===== src/rtl/fpga_msg_pkg.sv =====
// Shared types and helpers for the FPGA-to-PC message arbiter and its picker.
// Width helpers are constant functions so they can size ports and registers.
package fpga_msg_pkg;

    localparam int N_ARB_STATE = 2;

    // Ceiling log2 with a floor of 1, so a 2-entry space still gets a 1-bit index.
    function automatic int log2(input int value);
        int w;
        w = 1;
        while ((1 << w) < value) begin
            w = w + 1;
        end
        return w;
    endfunction

    typedef enum logic [log2(N_ARB_STATE)-1:0] {
        ARB_IDLE = 1'b0,
        ARB_XFER = 1'b1
    } arb_state_e;

endpackage


===== src/rtl/fpga_msg_arbiter_rr_pick.sv =====
// Combinational round-robin picker: first set request bit searching upward
// from last+1, wrapping modulo N_REQ.
module rr_pick
    import fpga_msg_pkg::*;
#(
    parameter int N_REQ = 4,
    localparam int IDW = log2(N_REQ)
) (
    input  logic [N_REQ-1:0] req,
    input  logic [IDW-1:0]   last,
    output logic             any,
    output logic [IDW-1:0]   winner
);

    logic             found;
    logic [IDW-1:0]   idx;

    always_comb begin
        winner = '0;
        found  = 1'b0;
        idx    = '0;
        for (int i = 1; i <= N_REQ; i++) begin
            idx = IDW'((int'(last) + i) % N_REQ);
            if (!found && req[idx]) begin
                winner = idx;
                found  = 1'b1;
            end
        end
    end

    assign any = |req;

endmodule


===== src/rtl/fpga_msg_arbiter.sv =====
// Round-robin, packet-locked arbiter sharing the xb_rd_fifo write port
// between N_REQ application requesters, with sticky FIFO overflow capture.
module fpga_msg_arbiter
    import fpga_msg_pkg::*;
#(
    parameter int N_REQ     = 4,
    parameter int WIDTH     = 32,
    parameter int MAX_BURST = 16,
    parameter int DELAY     = 1,
    localparam int IDW      = log2(N_REQ)
) (
    input  logic                   CLK,
    input  logic                   RESET,
    input  logic [N_REQ-1:0]       req_valid,
    input  logic [N_REQ-1:0]       req_last,
    input  logic [N_REQ*WIDTH-1:0] req_data,
    output logic [N_REQ-1:0]       req_ack,
    output logic [WIDTH-1:0]       fpga_msg,
    output logic                   fpga_msg_valid,
    input  logic                   fpga_msg_full,
    input  logic                   fpga_msg_overflow,
    output logic [IDW-1:0]         grant_id,
    output logic                   busy,
    output logic                   overflow_err
);

    localparam int BW = log2(MAX_BURST);

    if (N_REQ < 2 || N_REQ > 8 || MAX_BURST < 2 ||
        (MAX_BURST & (MAX_BURST - 1)) != 0 || DELAY < 0) begin : g_param_check
        $error("fpga_msg_arbiter: illegal parameter set");
    end

    arb_state_e         state_q, state_d;
    logic [IDW-1:0]     grant_q, grant_d;
    logic [IDW-1:0]     last_q, last_d;
    logic [BW-1:0]      burst_q, burst_d;
    logic [WIDTH-1:0]   msg_q, msg_d;
    logic               msg_valid_q, msg_valid_d;
    logic               ovf_q, ovf_d;

    logic               pick_any;
    logic [IDW-1:0]     pick_winner;
    logic               ack_fire;
    logic               release_now;
    logic [WIDTH-1:0]   req_words [N_REQ];

    for (genvar g = 0; g < N_REQ; g++) begin : g_unpack
        assign req_words[g] = req_data[g*WIDTH +: WIDTH];
    end

    rr_pick #(
        .N_REQ (N_REQ)
    ) u_pick (
        .req    (req_valid),
        .last   (last_q),
        .any    (pick_any),
        .winner (pick_winner)
    );

    // Handshake: a word moves from requester i when req_valid[i] and req_ack[i]
    // are both high in the same cycle; req_ack is combinational and only the
    // locked grantee is ever acked. A grantee may withdraw valid without losing
    // its lock, and sees no ack while fpga_msg_full is high.
    always_ff @(posedge CLK or negedge RESET) begin
        if (!RESET) begin
            state_q     <= ARB_IDLE;
            grant_q     <= '0;
            last_q      <= IDW'(N_REQ - 1);
            burst_q     <= '0;
            msg_q       <= '0;
            msg_valid_q <= 1'b0;
            ovf_q       <= 1'b0;
        end else begin
            state_q     <= state_d;
            grant_q     <= grant_d;
            last_q      <= last_d;
            burst_q     <= burst_d;
            msg_q       <= msg_d;
            msg_valid_q <= msg_valid_d;
            ovf_q       <= ovf_d;
        end
    end

    assign release_now = ack_fire &&
                         (req_last[grant_q] || burst_q == BW'(MAX_BURST - 1));

    always_comb begin
        state_d = state_q;
        grant_d = grant_q;
        last_d  = last_q;
        burst_d = burst_q;
        case (state_q)
            ARB_IDLE: begin
                if (pick_any) begin
                    grant_d = pick_winner;
                    burst_d = '0;
                    state_d = ARB_XFER;
                end
            end
            ARB_XFER: begin
                if (ack_fire) begin
                    burst_d = burst_q + 1'b1;
                end
                if (release_now) begin
                    last_d  = grant_q;
                    state_d = ARB_IDLE;
                end
            end
            default: state_d = ARB_IDLE;
        endcase
    end

    always_comb begin
        req_ack     = '0;
        ack_fire    = 1'b0;
        msg_d       = msg_q;
        msg_valid_d = 1'b0;
        ovf_d       = ovf_q | fpga_msg_overflow;
        if (state_q == ARB_XFER && req_valid[grant_q] && !fpga_msg_full) begin
            ack_fire         = 1'b1;
            req_ack[grant_q] = 1'b1;
            msg_d            = req_words[grant_q];
            msg_valid_d      = 1'b1;
        end
    end

    assign fpga_msg       = msg_q;
    assign fpga_msg_valid = msg_valid_q;
    assign grant_id       = grant_q;
    assign busy           = (state_q == ARB_XFER);
    assign overflow_err   = ovf_q;

endmodule


===== config.mk =====
export PLATFORM = sky130hd
export DESIGN_NAME = fpga_msg_arbiter
export DESIGN_NICKNAME = d
export VERILOG_FILES = /design/src/rtl/fpga_msg_pkg.sv /design/src/rtl/fpga_msg_arbiter_rr_pick.sv /design/src/rtl/fpga_msg_arbiter.sv
export SDC_FILE = /design/constraint.sdc
export NUM_CORES = 1
export LEC_CHECK = 0
export CAP_MARGIN = 20
export CORE_ASPECT_RATIO = 1.1
export CORE_UTILIZATION = 39
export DETAILED_ROUTE_END_ITERATION = 8
export PLACE_DENSITY = 0.95
export SYNTH_ARGS = -nofsm -noshare
export SYNTH_HDL_FRONTEND = slang
export SYNTH_SLANG_ARGS = --single-unit

===== constraint.sdc =====
create_clock -name CLK -period 4 [get_ports CLK]
set_clock_uncertainty 0.2 [all_clocks]
set_input_delay 0.8 -clock CLK [delete_from_list [all_inputs] [get_ports CLK]]
set_output_delay 0.8 -clock CLK [all_outputs]
set_load 0.05 [all_outputs]

Yosys cells after proc, flatten, opt, wreduce, memory -nomap -nowiden --
Cells that the tools add are included.
Storage, ports and cells: flip-flop bits (word level) 43, input bits 140, output and inout bits 41, logic and storage cells 73
Cells by class: add/subtract/negate cells 5, order comparisons 7, equality and inequality tests 3, muxes and demuxes 32, bitwise logic cells 3, reductions and logical operators 16
Operators with widths (count):
- binary-select mux 32 bit (select 2 bit) | 1
- 2-to-1 mux 32 bit | 2
- < comparator 2 x 3 -> 1 bit (second input constant) | 5
- 2-to-1 mux 1 bit | 13
- binary-select mux 1 bit (select 2 bit) | 6
- 2-to-1 mux 4 bit | 3
- 2-to-1 mux 2 bit | 4
- one-hot mux 4 bit (2 select lines) | 1
- logical AND 1 bit | 7
- AND reduction 2 bit | 3
- adder 2 x 1 -> 2 bit (second input constant) | 2
- adder 2 bit (second input constant) | 2
- adder 4 x 1 -> 4 bit (second input constant) | 1
- == test 4 bit (second input constant) | 1
- logical NOT 1 bit | 4
- OR reduction 4 bit | 1
- greater-or-equal comparator 3 bit (second input constant) | 1
- inverter 2 -> 3 bit | 1
- demux 1 bit (select 2 bit) | 1
- greater-or-equal comparator 2 x 1 -> 1 bit (second input constant) | 1
- inequality test 2 x 1 -> 1 bit (second input constant) | 1
- inequality test 2 bit (second input constant) | 1
- one-hot mux 1 bit (2 select lines) | 1
- logical OR 1 bit | 1
- 2 further kinds | 2

Longest topological paths before layout --
word-level depth 13, gate-level depth with buffers 7, depth with buffers taken out 5

Modules after synthesis --
From an unflattened synthesis, not the netlist that was laid out.
Second synthesis, totals: cell total of the unflattened synthesis 180, area total of the unflattened synthesis 2668.8 µm²
Modules (own cells, without submodules):
- fpga_msg_arbiter | times used 1, cells each 166, area each 2587.5 µm², sequential area each 1078.5 µm²
- rr_pick | times used 1, cells each 14, area each 81.3 µm², sequential area each 0.0 µm²

Worst setup path after synthesis --
OpenSTA, ideal clock, no wires.
kind register -> output, start reg grant_q[1], in the netlist grant_id[1], end out req_ack[0], arrival time 2.359 ns, required time 3.000 ns, path slack 0.641 ns, stages on the path, launching flop included 4, path buffers 1, cell sequence dfrtp_1 buf_6 or3b_4 nor3b_1
On the way: cells in the longest elaborated chain, start to end 5, elaborated cells between the ends (all ways) 10, classes of those cells order compare: 2; mux: 5; reduce/logical: 3
Ends and longest elaborated chain:
- start, declared | RTL line fpga_msg_arbiter.sv:35 | logic [IDW-1:0] grant_q, grant_d;
- start signal, assigned | RTL line fpga_msg_arbiter.sv:76 | grant_q <= grant_d;
- < comparator 2 x 3 -> 1 bit (implied by the code) (tied with other cells) | RTL line fpga_msg_arbiter.sv:122 | req_ack[grant_q] = 1'b1;
- logical AND 1 bit (implied by the code) or 2-to-1 mux 1 bit (tied branches) | RTL line fpga_msg_arbiter.sv:122, fpga_msg_arbiter.sv:120
- 2-to-1 mux 1 bit (implied by the code) or logical AND 1 bit (tied branches) | RTL line fpga_msg_arbiter.sv:122, fpga_msg_arbiter.sv:120
- demux 1 bit (select 2 bit) or logical AND 1 bit (tied branches) | RTL line fpga_msg_arbiter.sv:122, fpga_msg_arbiter.sv:120
- 2-to-1 mux 4 bit (*) | RTL line fpga_msg_arbiter.sv:120 | if (state_q == ARB_XFER && req_valid[grant_q] && !fpga_msg_full) begin
- end, declared | RTL line fpga_msg_arbiter.sv:17 | output logic [N_REQ-1:0] req_ack,
Every way passes the cells marked *; elsewhere a longest branch is shown, timed or not. The select of a mux whose other input is x is not followed.

Worst setup path in the final report --
start in fpga_msg_full, end out req_ack[0]
On the way: cells in the longest elaborated chain, start to end 3
Ends and longest elaborated chain:
- start, declared | RTL line fpga_msg_arbiter.sv:20 | input logic fpga_msg_full,
- logical NOT 1 bit | RTL line fpga_msg_arbiter.sv:120
- logical AND 1 bit | RTL line fpga_msg_arbiter.sv:120
- 2-to-1 mux 4 bit | RTL line fpga_msg_arbiter.sv:120
Every way passes these cells.

==> flow_summary.ini <==
[run_status]
status = completed

[synthesis]
synth_compound_area_share_pct = 3.86
ys_ff_latch = 43
synth-edff-count = 0
synth_xor_area_share_pct = 0
post_synth_and_or_nand_nor_area_fraction_pct = 4.72
synthTopCellsByArea = dfrtp_1 (39%), mux4_2 (28%), mux2_2 (15%)
yosysTopAreaCell = dfrtp_1
synth_top_family_by_area = multiplexers
ys_seq_area_share_pct = 41.1
yosysTopAreaCellShare_pct = 39.1
syn_nets = 310
ys.warnings.count = 0
ys_types = 32
syn_avg_cell_area_um2 = 15.5
synthAdderAreaFrac_pct = 0.476
synthCells = 169
async_reset_ff_share_pct = 100
synth_area_um2 = 2630
muxShareOfSynthArea_pct = 45.2
synth_ff_type = dfrtp_1

[sta]
rsz0062_at_grt = false
fin_crit_sh_pct = 91.8
finalSetupViolations = 0
tightest_slew_ps = 941
fin_crit_ps = 3670
setup_tns_ps = 0
hold_viol_final = 0
drv_slew = 0
fmaxAchievable_ghz = 0.272
fin_ws_ps = 329
relSlewSlack_pct = 37.3

[routing]
ant_nets = 0
drt_first_pass_iters = 4
avgViaCountPerCell = 5.25
wl_per_cell_um = 17.3
first_iter_violations = 68
drc_errors = 0
routed_wirelength_um = 7410
vias = 2245

[final_layout]
antenna_cells = 0
seq_area_um2 = 1080
area_growth_pct = 73.3
drive_gt1_share_pct = 25.1
multi_input_area_um2 = 1420
fillers = 461
final_nets = 486

[floorplanning]
io_pins = 181
core_area_um2 = 6560
die_w_um = 80.2
rows = 31
die_y_um = 88.1
die-area_um2 = 7070
start_util_pct = 40.1

[clocking]
cts.sinks = 43
cts_tree = yes
cts_made_buffers = 5
ctsHoldBuffers = 0
root_buffer = clkbuf_8
insertion_delay_ps = 290
clkTransAtPathRegs_ps = 90
cts.repair.resized = 0
htreeDepth = 2
cts_max_path_buffers = 2
postCtsSetupBuffers = 0

[worst_setup_path]
critPathMaxStageDelay_ps = 840
cp.arrival_ps = 2670
critPathMaxFanout = 3
worstPathCellList = clkdlybuf4s50_1 -> or3b_4 -> nor3b_1 -> clkdlybuf4s50_1
crit_type = primary input to output pin
slowest_stage = clkdlybuf4s50_1
crit_path_end_kind = output pin
required_ps = 3000
cp_common_cell = clkdlybuf4s50_1
cp-start-kind = primary input

[grt]
grt_pass1_vias = 2340
grt_pass1_wl_um = 11100
grt_max_degree = 44
overflow = 0
grt_antenna_before_repair = 0
grt_use_total_pct = 20.9

[placed_design]
dp_hpwl_um = 5850
port_buffers = 180
routabilityCongestion = 0.764
pre_cts_ws_ps = 319

[pwr]
p_leak_nw = 1.77
power_density_nw_per_um2 = 715
peakVddDrop_uv = 554
power_w = 0.00325

[hold_path]
min_path_type = flip-flop to flip-flop

[flow_run]
max_cap_viol_count = 0
## synth_stat cells (all sizes together) (2+ instances only)
library cell and count:
buf 9, o21ai 2, a31oi 2, mux2 34
dfrtp 41, mux2i 6, nor2 4, nand2 10
inv 3, dfstp 2, nand2b 2, a21oi 3
mux4 33, clkbuf 4
## sequential cells by signal, summed over array words and instances (netlist names)
signal and flops:
overflow_err 1, burst_q 4, fpga_msg_valid 1, last_q 2, fpga_msg 32, busy 1, grant_id 2
## cell usage in the layout (no fill, tap or decap), types with 3 or more instances in the layout
cell	instances
inv_1	3
clkdlybuf4s50_1	179
dfrtp_1	40
nand2_1	10
mux2_2	34
nor2_1	4
mux2i_1	6
clkbuf_8	5
a21oi_1	3
mux4_2	33
## cells by family (layout without fill, tap and decap cells)
group,Yosys count,after routing
mux,73,73
flops,43,43
simple gates,22,22
buf+inv,17,194
compound gates,13,13
fa+ha+maj,1,1
## critical path, delay by kind of cell
family	cells	cell delay (ps)
AND/OR/NAND/NOR	2	600
buffers and inverters	2	1260
## power by group
part	switching (W)	internal, W	total (W)
Sequential	0.000167	0.000650	0.000818
Combinational	0.00114	0.000964	0.00210
Clock	0.000150	0.000186	0.000336
Total	0.00145	0.00180	0.00325
## area by class of cell
cell class                 instances  share of cell area [%]
clock inverter                     3                   0.962
timing repair buffer             182                    39.8
inverter                           4                   0.440
multi-input combinational        109                    31.3
clock buffer                       5                    1.51
sequential                        43                    23.7
tap                               82                    2.25
## per-stage QoR
stage          hold WS (ps)  util [%]  instances  cell area, um2
2_1_floorplan           304         -        169            2630
5_1_grt                 284      69.4        428            4550
4_1_cts                 272      69.4        428            4550
3_3_place_gp            248      67.7        420            4440
3_5_place_dp            251      67.7        420            4440
6_report                273      69.4        428            4550
## path summary, 6_finish.rpt
check                                              from                  endpoint  slack (ps)  cells after the start
worst max-delay path                      fpga_msg_full                req_ack[0]         330                      4
worst min-delay path             overflow_err$_DFF_PN0_    overflow_err$_DFF_PN0_         270                      1
worst max register to register  grant_id[0]$_DFFE_PN0P_  fpga_msg[13]$_DFFE_PN0P_        1590                      3
worst min register to register   overflow_err$_DFF_PN0_    overflow_err$_DFF_PN0_         270                      1
max in group asynchronous                         RESET   grant_id[0]$_DFFE_PN0P_        2500                      1
min in group asynchronous                         RESET  fpga_msg[25]$_DFFE_PN0P_         450                      1
## routing by layer
layer,part of all wire (%),wire (um),track usage [%]
met1,37,2750,22.9
met2,54,3990,40.4
met4,0.67,50,4.38
met5,0,0,0
met3,8.5,627,5.52
(Power assumes the default switching activity.)
